==> config.mk <==
export PLATFORM = sky130hd
export DESIGN_NAME = alu_pair_flat
export DESIGN_NICKNAME = d
export VERILOG_FILES = /design/src/rtl/alu_pair_if.sv /design/src/rtl/alu_pair.sv /design/src/flat_wrapper.sv
export SDC_FILE = /design/constraint.sdc
export NUM_CORES = 1
export LEC_CHECK = 0
export BUFFER_PORTS_ARGS = -buffer_cell sky130_fd_sc_hd__buf_2
export CAP_MARGIN = 25
export CORE_MARGIN = 10
export CORE_UTILIZATION = 30
export CTS_CLUSTER_SIZE = 14
export DETAILED_ROUTE_END_ITERATION = 8
export GPL_TIMING_DRIVEN = 1
export MAX_ROUTING_LAYER = met4
export SYNTH_ARGS = -nofsm -noshare
export SYNTH_HDL_FRONTEND = slang
export SYNTH_SLANG_ARGS = --single-unit
==> constraint.sdc <==
create_clock -name clk_in -period 6.1 [get_ports clk_in]
set_clock_uncertainty 0.1 [all_clocks]
set_input_delay 0.915 -clock clk_in [delete_from_list [all_inputs] [get_ports clk_in]]
set_output_delay 0.915 -clock clk_in [all_outputs]
set_load 0.005 [all_outputs]
==> src/rtl/alu_pair_if.sv <==
// Dispatch and result-broadcast bundle for the two independent lanes of alu_pair.
// The reservation station is the master; the execution unit is the slave.
interface alu_pair_if #(
    parameter int ROB_WIDTH = 4
);
    // Handshake: busy_alu_N is a valid with no ready, so the unit takes every
    // dispatch on an enabled edge. done_alu_N is a valid with no ready, and a
    // result is consumed on each rising edge with rdy_in high.
    logic                 busy_alu_1;
    logic [3:0]           opcode_alu_1;
    logic [31:0]          lhs_alu_1;
    logic [31:0]          rhs_alu_1;
    logic [ROB_WIDTH-1:0] rd_tag_alu_1;
    logic                 busy_alu_2;
    logic [3:0]           opcode_alu_2;
    logic [31:0]          lhs_alu_2;
    logic [31:0]          rhs_alu_2;
    logic [ROB_WIDTH-1:0] rd_tag_alu_2;

    logic                 done_alu_1;
    logic [31:0]          value_alu_1;
    logic [ROB_WIDTH-1:0] tag_alu_1;
    logic                 done_alu_2;
    logic [31:0]          value_alu_2;
    logic [ROB_WIDTH-1:0] tag_alu_2;

    modport master (
        output busy_alu_1, opcode_alu_1, lhs_alu_1, rhs_alu_1, rd_tag_alu_1,
        output busy_alu_2, opcode_alu_2, lhs_alu_2, rhs_alu_2, rd_tag_alu_2,
        input  done_alu_1, value_alu_1, tag_alu_1,
        input  done_alu_2, value_alu_2, tag_alu_2
    );

    modport slave (
        input  busy_alu_1, opcode_alu_1, lhs_alu_1, rhs_alu_1, rd_tag_alu_1,
        input  busy_alu_2, opcode_alu_2, lhs_alu_2, rhs_alu_2, rd_tag_alu_2,
        output done_alu_1, value_alu_1, tag_alu_1,
        output done_alu_2, value_alu_2, tag_alu_2
    );
endinterface

==> src/rtl/alu_pair.sv <==
// Dual-lane integer execution unit. Each lane registers one result per dispatch
// and broadcasts it one cycle later. The two lanes share no state.
module alu_pair #(
    parameter int ROB_WIDTH = 4
) (
    input  logic       clk_in,
    input  logic       rst_in,
    input  logic       rdy_in,
    input  logic       clear_signal,
    alu_pair_if.slave  bus
);
    function automatic logic [31:0] alu_f(input logic [3:0] op,
                                          input logic [31:0] l,
                                          input logic [31:0] r);
        logic [31:0] res;
        logic [4:0]  sh;
        res = '0;
        sh  = r[4:0];
        case (op)
            4'd0:    res = l + r;
            4'd1:    res = l - r;
            4'd2:    res = l << sh;
            4'd3:    res = {31'd0, $signed(l) < $signed(r)};
            4'd4:    res = {31'd0, l < r};
            4'd5:    res = l ^ r;
            4'd6:    res = l >> sh;
            4'd7:    res = $signed(l) >>> sh;
            4'd8:    res = l | r;
            4'd9:    res = l & r;
            4'd10:   res = {31'd0, l == r};
            4'd11:   res = {31'd0, l != r};
            4'd12:   res = {31'd0, $signed(l) < $signed(r)};
            4'd13:   res = {31'd0, $signed(l) >= $signed(r)};
            4'd14:   res = {31'd0, l < r};
            default: res = {31'd0, l >= r};
        endcase
        return res;
    endfunction

    logic [1:0]           busy;
    logic [3:0]           opcode [2];
    logic [31:0]          lhs    [2];
    logic [31:0]          rhs    [2];
    logic [ROB_WIDTH-1:0] rd_tag [2];

    assign busy      = {bus.busy_alu_2, bus.busy_alu_1};
    assign opcode[0] = bus.opcode_alu_1;
    assign opcode[1] = bus.opcode_alu_2;
    assign lhs[0]    = bus.lhs_alu_1;
    assign lhs[1]    = bus.lhs_alu_2;
    assign rhs[0]    = bus.rhs_alu_1;
    assign rhs[1]    = bus.rhs_alu_2;
    assign rd_tag[0] = bus.rd_tag_alu_1;
    assign rd_tag[1] = bus.rd_tag_alu_2;

    logic [1:0]           done_q, done_d;
    logic [31:0]          value_q [2];
    logic [31:0]          value_d [2];
    logic [ROB_WIDTH-1:0] tag_q   [2];
    logic [ROB_WIDTH-1:0] tag_d   [2];

    // A flush drops only done; value and tag keep their old contents.
    always_comb begin
        done_d = done_q;
        for (int i = 0; i < 2; i++) begin
            value_d[i] = value_q[i];
            tag_d[i]   = tag_q[i];
            if (rdy_in) begin
                if (clear_signal) begin
                    done_d[i] = 1'b0;
                end else if (busy[i]) begin
                    done_d[i]  = 1'b1;
                    value_d[i] = alu_f(opcode[i], lhs[i], rhs[i]);
                    tag_d[i]   = rd_tag[i];
                end else begin
                    done_d[i] = 1'b0;
                end
            end
        end
    end

    always_ff @(posedge clk_in) begin
        if (rst_in) begin
            done_q <= '0;
            for (int i = 0; i < 2; i++) begin
                value_q[i] <= '0;
                tag_q[i]   <= '0;
            end
        end else begin
            done_q <= done_d;
            for (int i = 0; i < 2; i++) begin
                value_q[i] <= value_d[i];
                tag_q[i]   <= tag_d[i];
            end
        end
    end

    assign bus.done_alu_1  = done_q[0];
    assign bus.value_alu_1 = value_q[0];
    assign bus.tag_alu_1   = tag_q[0];
    assign bus.done_alu_2  = done_q[1];
    assign bus.value_alu_2 = value_q[1];
    assign bus.tag_alu_2   = tag_q[1];
endmodule

==> src/flat_wrapper.sv <==
// flat-port wrapper written by rule: the top's interface ports become plain ports
module alu_pair_flat 
#(
    parameter int ROB_WIDTH = 4
)
  (clk_in, rst_in, rdy_in, clear_signal, bus_busy_alu_1, bus_opcode_alu_1, bus_lhs_alu_1, bus_rhs_alu_1, bus_rd_tag_alu_1, bus_busy_alu_2, bus_opcode_alu_2, bus_lhs_alu_2, bus_rhs_alu_2, bus_rd_tag_alu_2, bus_done_alu_1, bus_value_alu_1, bus_tag_alu_1, bus_done_alu_2, bus_value_alu_2, bus_tag_alu_2);
  alu_pair_if #(.ROB_WIDTH(ROB_WIDTH)) bus_i ();
  input  logic clk_in;
  input  logic rst_in;
  input  logic rdy_in;
  input  logic clear_signal;
  input wire logic [$bits(bus_i.busy_alu_1)-1:0] bus_busy_alu_1;
  input wire logic [$bits(bus_i.opcode_alu_1)-1:0] bus_opcode_alu_1;
  input wire logic [$bits(bus_i.lhs_alu_1)-1:0] bus_lhs_alu_1;
  input wire logic [$bits(bus_i.rhs_alu_1)-1:0] bus_rhs_alu_1;
  input wire logic [$bits(bus_i.rd_tag_alu_1)-1:0] bus_rd_tag_alu_1;
  input wire logic [$bits(bus_i.busy_alu_2)-1:0] bus_busy_alu_2;
  input wire logic [$bits(bus_i.opcode_alu_2)-1:0] bus_opcode_alu_2;
  input wire logic [$bits(bus_i.lhs_alu_2)-1:0] bus_lhs_alu_2;
  input wire logic [$bits(bus_i.rhs_alu_2)-1:0] bus_rhs_alu_2;
  input wire logic [$bits(bus_i.rd_tag_alu_2)-1:0] bus_rd_tag_alu_2;
  output wire logic [$bits(bus_i.done_alu_1)-1:0] bus_done_alu_1;
  output wire logic [$bits(bus_i.value_alu_1)-1:0] bus_value_alu_1;
  output wire logic [$bits(bus_i.tag_alu_1)-1:0] bus_tag_alu_1;
  output wire logic [$bits(bus_i.done_alu_2)-1:0] bus_done_alu_2;
  output wire logic [$bits(bus_i.value_alu_2)-1:0] bus_value_alu_2;
  output wire logic [$bits(bus_i.tag_alu_2)-1:0] bus_tag_alu_2;
  assign bus_i.busy_alu_1 = bus_busy_alu_1;
  assign bus_i.opcode_alu_1 = bus_opcode_alu_1;
  assign bus_i.lhs_alu_1 = bus_lhs_alu_1;
  assign bus_i.rhs_alu_1 = bus_rhs_alu_1;
  assign bus_i.rd_tag_alu_1 = bus_rd_tag_alu_1;
  assign bus_i.busy_alu_2 = bus_busy_alu_2;
  assign bus_i.opcode_alu_2 = bus_opcode_alu_2;
  assign bus_i.lhs_alu_2 = bus_lhs_alu_2;
  assign bus_i.rhs_alu_2 = bus_rhs_alu_2;
  assign bus_i.rd_tag_alu_2 = bus_rd_tag_alu_2;
  assign bus_done_alu_1 = bus_i.done_alu_1;
  assign bus_value_alu_1 = bus_i.value_alu_1;
  assign bus_tag_alu_1 = bus_i.tag_alu_1;
  assign bus_done_alu_2 = bus_i.done_alu_2;
  assign bus_value_alu_2 = bus_i.value_alu_2;
  assign bus_tag_alu_2 = bus_i.tag_alu_2;
  alu_pair #(.ROB_WIDTH(ROB_WIDTH)) u_core (.clk_in(clk_in), .rst_in(rst_in), .rdy_in(rdy_in), .clear_signal(clear_signal), .bus(bus_i));
endmodule
After elaboration in Yosys (flattened, before gate mapping)
Memory sizes are Yosys's and may differ from the RTL's.
Index checks and enable logic that the tools add are counted.
{"block": "op_classes", "addsub": 4, "mux": 25, "reduce_logical": 6, "bitwise": 10, "magnitude_cmp": 8, "n_eq_ne": 32, "shift": 6}
{"operator": "$pmux W32 S13", "count": 2}
{"operator": "$mux W32", "count": 8}
{"operator": "$ge A32 B32 Y1", "count": 4}
{"operator": "$lt A32 B32 Y1", "count": 4}
{"operator": "$add A32 B32 Y32", "count": 2}
{"operator": "$and A32 B32 Y32", "count": 2}
{"operator": "$eq A32 B32 Y1", "count": 2}
{"operator": "$ne A32 B32 Y1", "count": 2}
{"operator": "$or A32 B32 Y32", "count": 2}
{"operator": "$shl A32 B5 Y32", "count": 2}
{"operator": "$shr A32 B5 Y32", "count": 2}
{"operator": "$sshr A32 B5 Y32", "count": 2}
{"operator": "$sub A32 B32 Y32", "count": 2}
{"operator": "$xor A32 B32 Y32", "count": 2}
{"operator": "$eq A4 B4 Y1 const B", "count": 14}
{"operator": "$eq A4 B3 Y1 const B", "count": 8}
{"operator": "$mux W4", "count": 8}
{"operator": "$eq A4 B2 Y1 const B", "count": 4}
{"operator": "$eq A4 B1 Y1 const B", "count": 2}
{"operator": "$logic_not A4 Y1", "count": 2}
{"operator": "$reduce_or A2 Y1", "count": 4}
{"operator": "$mux W1", "count": 7}
{"operator": "$or A1 B1 Y1", "count": 4}
{"block": "totals", "reg_bits": 2, "out_inout_bits": 74, "wordCells": 94, "ram_bits": 72, "inputBits": 150, "n_memories": 2}
{"memory": "u_core.value_q", "words": 2, "word_bits": 32, "read_ports": 2, "rd_ports_with_merged_regs": 0, "write_ports": 2, "line": "alu_pair.sv:57", "text": "logic [31:0] value_q [2];"}
{"memory": "u_core.tag_q", "words": 2, "word_bits": 4, "read_ports": 2, "rd_ports_with_merged_regs": 0, "write_ports": 2, "line": "alu_pair.sv:59", "text": "logic [ROB_WIDTH-1:0] tag_q [2];"}

Depth between registers and ports, before layout
Gate-level depths: netlist of run 1.
{"block": "depth", "ltp_word": 7, "mapped_depth": 17, "depth_no_buf": 14}

Worst setup path before layout of run 1
No wires, ideal clock.
{"block": "synth_path", "path_type": "input -> register", "startpoint": "input bus_rhs_alu_2[2]", "endpoint": "memory u_core.value_q[1][16] (netlist: u_core.value_q[0][48])", "arrival_ps": 4555, "path_slack_ps": 1328, "path_buffers": 5, "setup_time_ps": 117, "path_stages": 17, "required_time_ps": 5883, "cell_sequence": "clkbuf_1 -> inv_2 -> clkbuf_1 -> clkbuf_1 -> clkbuf_1 -> ha_1 -> clkbuf_1 -> a211oi_1 -> o21bai_1 -> o41ai_2 -> a21oi_1 -> o21ai_1 -> a211oi_1 -> or4_1 -> a31oi_1 -> o21ai_1 -> a22o_1"}
{"item": "start: declaration", "line": "flat_wrapper.sv:20", "text": "input wire logic [$bits(bus_i.rhs_alu_2)-1:0] bus_rhs_alu_2;"}
{"item": "end: declaration", "line": "alu_pair.sv:57"}

==> key figures, run 1 <==
Outcome
  • Status: finished, final reports clean

Die
  • Die area: 78800 µm²
  • Chip width: 281 µm
  • Cell Rows: 95
  • Die height: 281 µm
  • Initial core utilization: 30.3%
  • Core area: 67300 µm²
  • Num ports: 224

STA
  • Hold Slack: 0.352 ns
  • Fin crit period: 4.50 ns
  • Slew @ Worst Pin: 1.08 ns
  • Tcrit/Tclk final: 73.7%
  • RSZ-0062 raised after global routing: no
  • Setup TNS: 0 ns
  • Final hold vios: 0
  • Fmax: 222 MHz
  • Final setup fails: 0
  • Final setup margin: 1.60 ns
  • Worst slew margin: 27.7%
  • Max-slew violations: 0

Placed design
  • Cell Area, Placed: 22200 µm²
  • Placed Instances: 4010
  • GPL Wtd Cong: 1.09
  • DP HPWL: 88.7 mm
  • Dpl ws: 1.33 ns
  • Port Buf Inserts: 223

Global route
  • Antenna violations before repair: 8
  • First-pass GRT wire length: 164 mm
  • Global route total overflow: 0
  • Largest net degree at the start of global routing: 61
  • Global Route Usage Sum: 28.3%
  • Vias in the first global route: 23600

Worst setup path
  • R2R cell count: 7
  • Crit end category: flip-flop
  • Worst reg2reg startpoint: u_core.value_q[0][31]$_SDFFE_PP0P_
  • Crit path launch: bus_rhs_alu_2[0]
  • Crit Path Max Fanout: 47
  • Capturing point of the worst reg2reg path: u_core.value_q[0][31]$_SDFFE_PP0P_
  • CP Data Arrival Time: 4.67 ns
  • CP required: 6.28 ns
  • R2R Setup Slk: 3.63 ns
  • CP startpoint kind: input port
  • Kind of critical path: in2reg

Layout
  • Seq. cell area: 1480 µm²
  • Area occupied by multi-input gates: 17200 µm²
  • Fin cells: 4032
  • Share of layout cells above drive strength 1: 13.4%
  • Layout area overhead: 10.5%
  • Final non-filler cell area: 22500 µm²
  • Fin util: 33.5%
  • Final net count: 3496
  • Fill count: 7472

Pwr
  • P_leak: 9.54 nW
  • Max IR drop VDD: 0.000122 V
  • Tot Pwr: 3.09 mW
  • PwrDens: 137 nW/µm²

Logic synthesis
  • Synth Area in Compound Gates: 36.8%
  • Seq/Total Area, Yosys: 7.26%
  • Post-synthesis simple-gate area fraction: 23.2%
  • Cells after synthesis: 3092
  • Cell taking the most area after synthesis: ha_1
  • Asr flop ratio synth: 0%
  • Post-synthesis xor/xnor area fraction: 0.558%
  • Syn Std Cell Area: 20400 µm²
  • Share of the synthesized area in the top cell type: 11.9%
  • EDFF count, synth: 0
  • Adder-Cell Fraction of Synth Area: 12.3%
  • Commonest cells in the netlist: nor2_1, a21oi_1, nand2_1
  • Primary FF master, synth: dfxtp_1
  • YS warnings: 0
  • Synthesized area per cell: 6.60 µm²
  • Mux contribution to synthesized area: 11.5%
  • Top-count cell post-synth: nor2_1
  • Register bit total from synthesis: 74
  • Syn nets: 3440
  • Largest family of logic cells by synthesized area: compound AO/OA/AOI/OAI gates
  • Largest cells by area after synthesis: ha_1, nor2_1, a21oi_1, dfxtp_1, mux2i_1
  • Netlist cell types: 96

Hold path
  • Hold Path Depth: 2
  • Hold Path Origin: u_core.tag_q[0][4]$_SDFFE_PP0P_
  • Hold Path Sink: u_core.tag_q[0][4]$_SDFFE_PP0P_
  • Min-delay worst type: reg2reg

Clocking
  • Root Driver: clkbuf_16
  • Hold-fix buffers, CTS: 0
  • CTS tree: built
  • # Post-CTS Setup Buffers: 0
  • Clock buffer count from CTS: 9
  • Post-CTS sizing: 0
  • Clk pin slew, worst setup/hold paths: 0.08 ns
  • Htree depth: 3
  • CTS Sinks: 74
  • Clk_lat worst skew: 0.39 ns
  • Clock buffer depth: 2

Detailed routing
  • Iter 0 DRT Violations: 3956
  • Vias: 26000
  • First-pass DRT Iterations: 6
  • Routed Antenna Nets: 0
  • Vias per inst: 6.46
  • DRC viols: 0
  • Routed length per instance: 28.3 µm
  • Final WL: 114 mm

Run
  • Number of max-cap violations: 0
cell type report:
cell class | count | area share, %
antenna | 6 | 0.0667
clock buffer | 12 | 1.14
clock inverter | 4 | 0.222
inverter | 199 | 3.32
multi-input combinational | 2577 | 76.5
sequential | 74 | 6.58
tap | 873 | 4.85
timing repair buffer | 287 | 7.33
critical path, cell delays in order:
cell       delay (ns)
buf_4            0.30
ha_1             0.33
fa_1             0.43
or2_2            0.31
a221oi_1         0.45
o21ai_1          0.25
and2_1           0.23
o21ai_2          0.22
a211o_1          0.26
a211oi_2         0.16
mux2i_1          0.15
a2111oi_0        0.51
a31oi_1          0.14
per-layer routing:
metal	vias up	track usage (%)	part of all wire (%)
met4	0	13.4	5.2
met3	290	5.56	11
met5	-	-	0
li1	11600	-	-
met1	12300	37.0	41
met2	1817	41.3	43
sequential cells by signal (all words and copies together), names as in the netlist:
| signal | cells |
|---|---|
| u_core.tag_q | 8 |
| u_core.done_q | 2 |
| u_core.value_q | 64 |
cell usage in the layout (no fill, tap or decap), types with 24 or more instances in the layout:
master / n
mux2_2: 33
a211oi_1: 73
nand4_1: 34
ha_1: 194
nor2_1: 429
o21ai_0: 194
a21oi_1: 322
inv_1: 190
o221ai_1: 31
a221oi_1: 52
dfxtp_1: 74
o211ai_1: 41
buf_2: 221
o22ai_1: 36
buf_4: 62
a31oi_1: 35
nor4_1: 26
o21bai_1: 26
mux2i_1: 109
nand2_1: 255
mux4_2: 38
o31ai_1: 24
nand3_1: 58
nand2b_1: 43
a21o_1: 35
o21ai_1: 32
nor2b_1: 24
nor3_1: 89
worst max path at each step:
stage | endpoint | slack (ns) | cells after the start
6_report | u_core.value_q[0][62]$_SDFFE_PP0P_ | 1.60 | 13
5_1_grt | u_core.value_q[0][62]$_SDFFE_PP0P_ | 1.45 | 13
4_1_cts | u_core.value_q[0][62]$_SDFFE_PP0P_ | 1.76 | 13
3_5_place_dp | u_core.value_q[0][62]$_SDFFE_PP0P_ | 1.33 | 13
3_3_place_gp | u_core.value_q[0][45]$_SDFFE_PP0P_ | 1.36 | 11
2_1_floorplan | u_core.value_q[0][48]$_SDFFE_PP0P_ | 1.33 | 17
power by group:
part	switching, mW	internal (mW)
Combinational	1.30	0.621
Sequential	0.0150	0.502
Clock	0.305	0.340
cell families after synthesis:
kind of cell	after synthesis
compound gates	1129
simple gates	1054
buf+inv	441
fa+ha+maj	198
mux	183
flops	74
xor+xnor	13
Note: power is estimated with default switching activity, not from simulation.
==> run 2, diff against run 1 <==
--- a/config.mk
+++ b/config.mk
@@ -5,6 +5,7 @@
 export SDC_FILE = /design/constraint.sdc
 export NUM_CORES = 1
 export LEC_CHECK = 0
+export ABC_AREA = 1
 export BUFFER_PORTS_ARGS = -buffer_cell sky130_fd_sc_hd__buf_2
 export CAP_MARGIN = 25
 export CORE_MARGIN = 10
==> constraint.sdc (replaced) <==
create_clock -name clk_in -period 4.7 [get_ports clk_in]
set_clock_uncertainty 0.1 [all_clocks]
set_input_delay 0.705 -clock clk_in [delete_from_list [all_inputs] [get_ports clk_in]]
set_output_delay 0.705 -clock clk_in [all_outputs]
set_load 0.005 [all_outputs]
==> key figures, run 2 <==
Outcome
  • Status: finished, final reports clean (unchanged)

Detailed routing
  • Vias per inst: 5.79 (was 6.46)
  • Iter 0 DRT Violations: 4310 (was 3956)
  • Final WL: 139 mm (was 114 mm)
  • DRC viols: 0 (unchanged)
  • Vias: 30900 (was 26000)
  • Routed length per instance: 26.1 µm (was 28.3 µm)
  • Routed Antenna Nets: 0 (unchanged)
  • First-pass DRT Iterations: 7 (was 6)

Global route
  • Global Route Usage Sum: 31.9% (was 28.3%)
  • Vias in the first global route: 28700 (was 23600)
  • Global route total overflow: 0 (unchanged)
  • First-pass GRT wire length: 198 mm (was 164 mm)
  • Antenna violations before repair: 3 (was 8)
  • Largest net degree at the start of global routing: 77 (was 61)

Die
  • Initial core utilization: 30.4% (was 30.3%)
  • Num ports: 224 (unchanged)
  • Cell Rows: 99 (was 95)
  • Core area: 73300 µm² (was 67300 µm²)
  • Chip width: 293 µm (was 281 µm)
  • Die area: 85600 µm² (was 78800 µm²)
  • Die height: 293 µm (was 281 µm)

Logic synthesis
  • Largest cells by area after synthesis: nand2_1, nand3_1, ha_1, inv_1, a21oi_1 (was ha_1, nor2_1, a21oi_1, dfxtp_1, mux2i_1)
  • Register bit total from synthesis: 74 (unchanged)
  • Syn nets: 4653 (was 3440)
  • Cell taking the most area after synthesis: nand2_1 (was ha_1)
  • Primary FF master, synth: dfxtp_1 (unchanged)
  • YS warnings: 0 (unchanged)
  • Synthesized area per cell: 5.18 µm² (was 6.60 µm²)
  • Asr flop ratio synth: 0% (unchanged)
  • Netlist cell types: 55 (was 96)
  • Seq/Total Area, Yosys: 6.65% (was 7.26%)
  • Cells after synthesis: 4305 (was 3092)
  • Top-count cell post-synth: nand2_1 (was nor2_1)
  • Syn Std Cell Area: 22300 µm² (was 20400 µm²)
  • EDFF count, synth: 0 (unchanged)
  • Commonest cells in the netlist: nand2_1, nand3_1, inv_1 (was nor2_1, a21oi_1, nand2_1)
  • Share of the synthesized area in the top cell type: 24.2% (was 11.9%)

Clocking
  • CTS tree: built (unchanged)
  • Clk_lat worst skew: 0.39 ns (about the same)
  • Htree depth: 3 (unchanged)
  • Clk pin slew, worst setup/hold paths: 0.07 ns (was 0.08 ns)
  • Hold-fix buffers, CTS: 0 (unchanged)
  • CTS Sinks: 74 (unchanged)
  • Clock buffer count from CTS: 9 (unchanged)
  • Clock buffer depth: 2 (unchanged)
  • # Post-CTS Setup Buffers: 0 (unchanged)
  • Post-CTS sizing: 0 (unchanged)
  • Root Driver: clkbuf_16 (unchanged)

Layout
  • Share of layout cells above drive strength 1: 8.88% (was 13.4%)
  • Layout area overhead: 8.14% (was 10.5%)
  • Most common cell after layout, fill and taps aside: nand2_1 (was nor2_1)
  • Largest register FFs: 64 (unchanged)
  • Most flops, register: u_core.value_q (unchanged)
  • Regs by FF count: u_core.value_q x64, u_core.tag_q x8, u_core.done_q x2 (unchanged)
  • Commonest cells after routing, fill and taps aside: nand2_1, nand3_1, inv_1 (was nor2_1, a21oi_1, nand2_1)
  • Final net count: 4714 (was 3496)

STA
  • Final setup margin: 1.37 ns (was 1.60 ns)
  • RSZ-0062 raised after global routing: no (unchanged)
  • Hold Slack: 0.362 ns (was 0.352 ns)
  • Fin crit period: 3.33 ns
  • Worst slew margin: 37.7% (was 27.7%)
  • Setup TNS: 0 ns (unchanged)
  • Slew @ Worst Pin: 0.925 ns (was 1.08 ns)
  • Fmax: 301 MHz
  • Max-slew violations: 0 (unchanged)
  • Tcrit/Tclk final: 70.8%
  • Final setup fails: 0 (unchanged)
  • Final hold vios: 0 (unchanged)

Placed design
  • Port Buf Inserts: 223 (unchanged)
  • Dpl ws: 1.08 ns (was 1.33 ns)
  • DP HPWL: 114 mm (was 88.7 mm)
  • GPL Wtd Cong: 1.09 (about the same)

Pwr
  • P_leak: 12.4 nW (was 9.54 nW)
  • Sw Ratio: 58.0% (was 52.6%)
  • Net Sw Power: 2.42 mW (was 1.62 mW)
  • Clock power share: 21.1% (was 20.9%)
  • PwrDens: 173 nW/µm² (was 137 nW/µm²)
  • Sequential Power Share: 15.8% (was 16.8%)
  • Max IR drop VDD: 0.000162 V (was 0.000122 V)
  • Combinational fraction of design power: 63.1% (was 62.3%)
  • Internal power: 1.76 mW (was 1.46 mW)

Run
  • Number of max-cap violations: 0 (unchanged)

Worst setup path
  • Crit Path Max Fanout: 49 (was 47)
  • CP startpoint kind: input port (unchanged)
  • Kind of critical path: in2reg (unchanged)
  • Crit end category: flip-flop (unchanged)
  • CP required: 4.88 ns (was 6.28 ns)
  • CP Data Arrival Time: 3.50 ns (was 4.67 ns)

Hold path
  • Min-delay worst type: reg2reg (unchanged)
-- run 2: worst paths after layout --
check,slack (ns),cells after the start,startpoint,endpoint
setup / recovery,1.37,14,bus_rhs_alu_2[1],u_core.value_q[0][50]$_SDFFE_PP0P_
hold / removal,0.36,2,u_core.done_q[0]$_SDFFE_PP0P_,u_core.done_q[0]$_SDFFE_PP0P_
setup reg to reg,3.64,2,u_core.value_q[0][31]$_SDFFE_PP0P_,u_core.value_q[0][31]$_SDFFE_PP0P_
hold reg to reg,0.36,2,u_core.done_q[0]$_SDFFE_PP0P_,u_core.done_q[0]$_SDFFE_PP0P_
-- run 2: critical path, cell delays in order --
cell and delay, ns:
buf_2 0.20, inv_2 0.33, buf_4 0.53, nand3_1 0.18, nand3_1 0.16, nand2_1 0.09
nand2_1 0.14, o21ai_1 0.14, nand2_1 0.13, nand3_1 0.10, nor2_1 0.43, nand3_1 0.19
nand2_1 0.10, a21oi_1 0.06
-- run 2: cell families (layout without fill, tap and decap cells) --
family / Yosys count / after routing / share of synthesized area [%]
adder cells (fa/ha/maj): 198 / 198 / 11.3
XOR/XNOR: 2 / 2 / 0.0786
AND/OR/NAND/NOR: 2669 / 2669 / 51.4
flip-flops: 74 / 74 / 6.65
buffers and inverters: 679 / 745 / 13.2
AO/OA/AOI/OAI: 681 / 681 / 17.4
other: 0 / 3 / 0
multiplexers: 2 / 2 / 0.0899
-- run 2: power by group through the flow --
stage	combinational [mW]	sequential, mW	clock, mW
2_1_floorplan	1.60	0.668	0
3_3_place_gp	2.55	0.673	0
3_5_place_dp	2.53	0.674	0
4_1_cts	2.54	0.659	0.905
5_1_grt	2.82	0.661	0.922
6_report	2.64	0.659	0.883
-- run 2: layout make-up --
type / instances / area [µm²]
clock inverter: 7 / 83.8
antenna: 3 / 7.51
timing repair buffer: 268 / 1480
multi-input combinational: 3552 / 17900
clock buffer: 9 / 225
inverter: 461 / 1740
fill: 8757 / 49200
sequential: 74 / 1480
tap: 959 / 1200
-- run 2: metrics by stage --
step | utilization (%) | std cells | total power, mW | cell area (µm²)
after global placement | 32.4 | 5313 | 3.23 | 23800
after CTS | 32.8 | 5329 | 4.10 | 24100
after floorplan | - | 4305 | 2.27 | 22300
after detailed placement | 32.4 | 5313 | 3.20 | 23800
final | 32.9 | 5333 | 4.18 | 24100
after global routing | 32.9 | 5332 | 4.40 | 24100
-- run 2: metal layers --
layer  GRT usage (%)  up-vias  wire (µm)  part of all wire [%]
li1                -    14300          -                     -
met1            38.5    14200      54500                    39
met2            49.0     1999      60400                    43
met3            4.74      392      13200                   9.5
met4            21.2        0      10900                   7.8
met5               -        -          0                     0
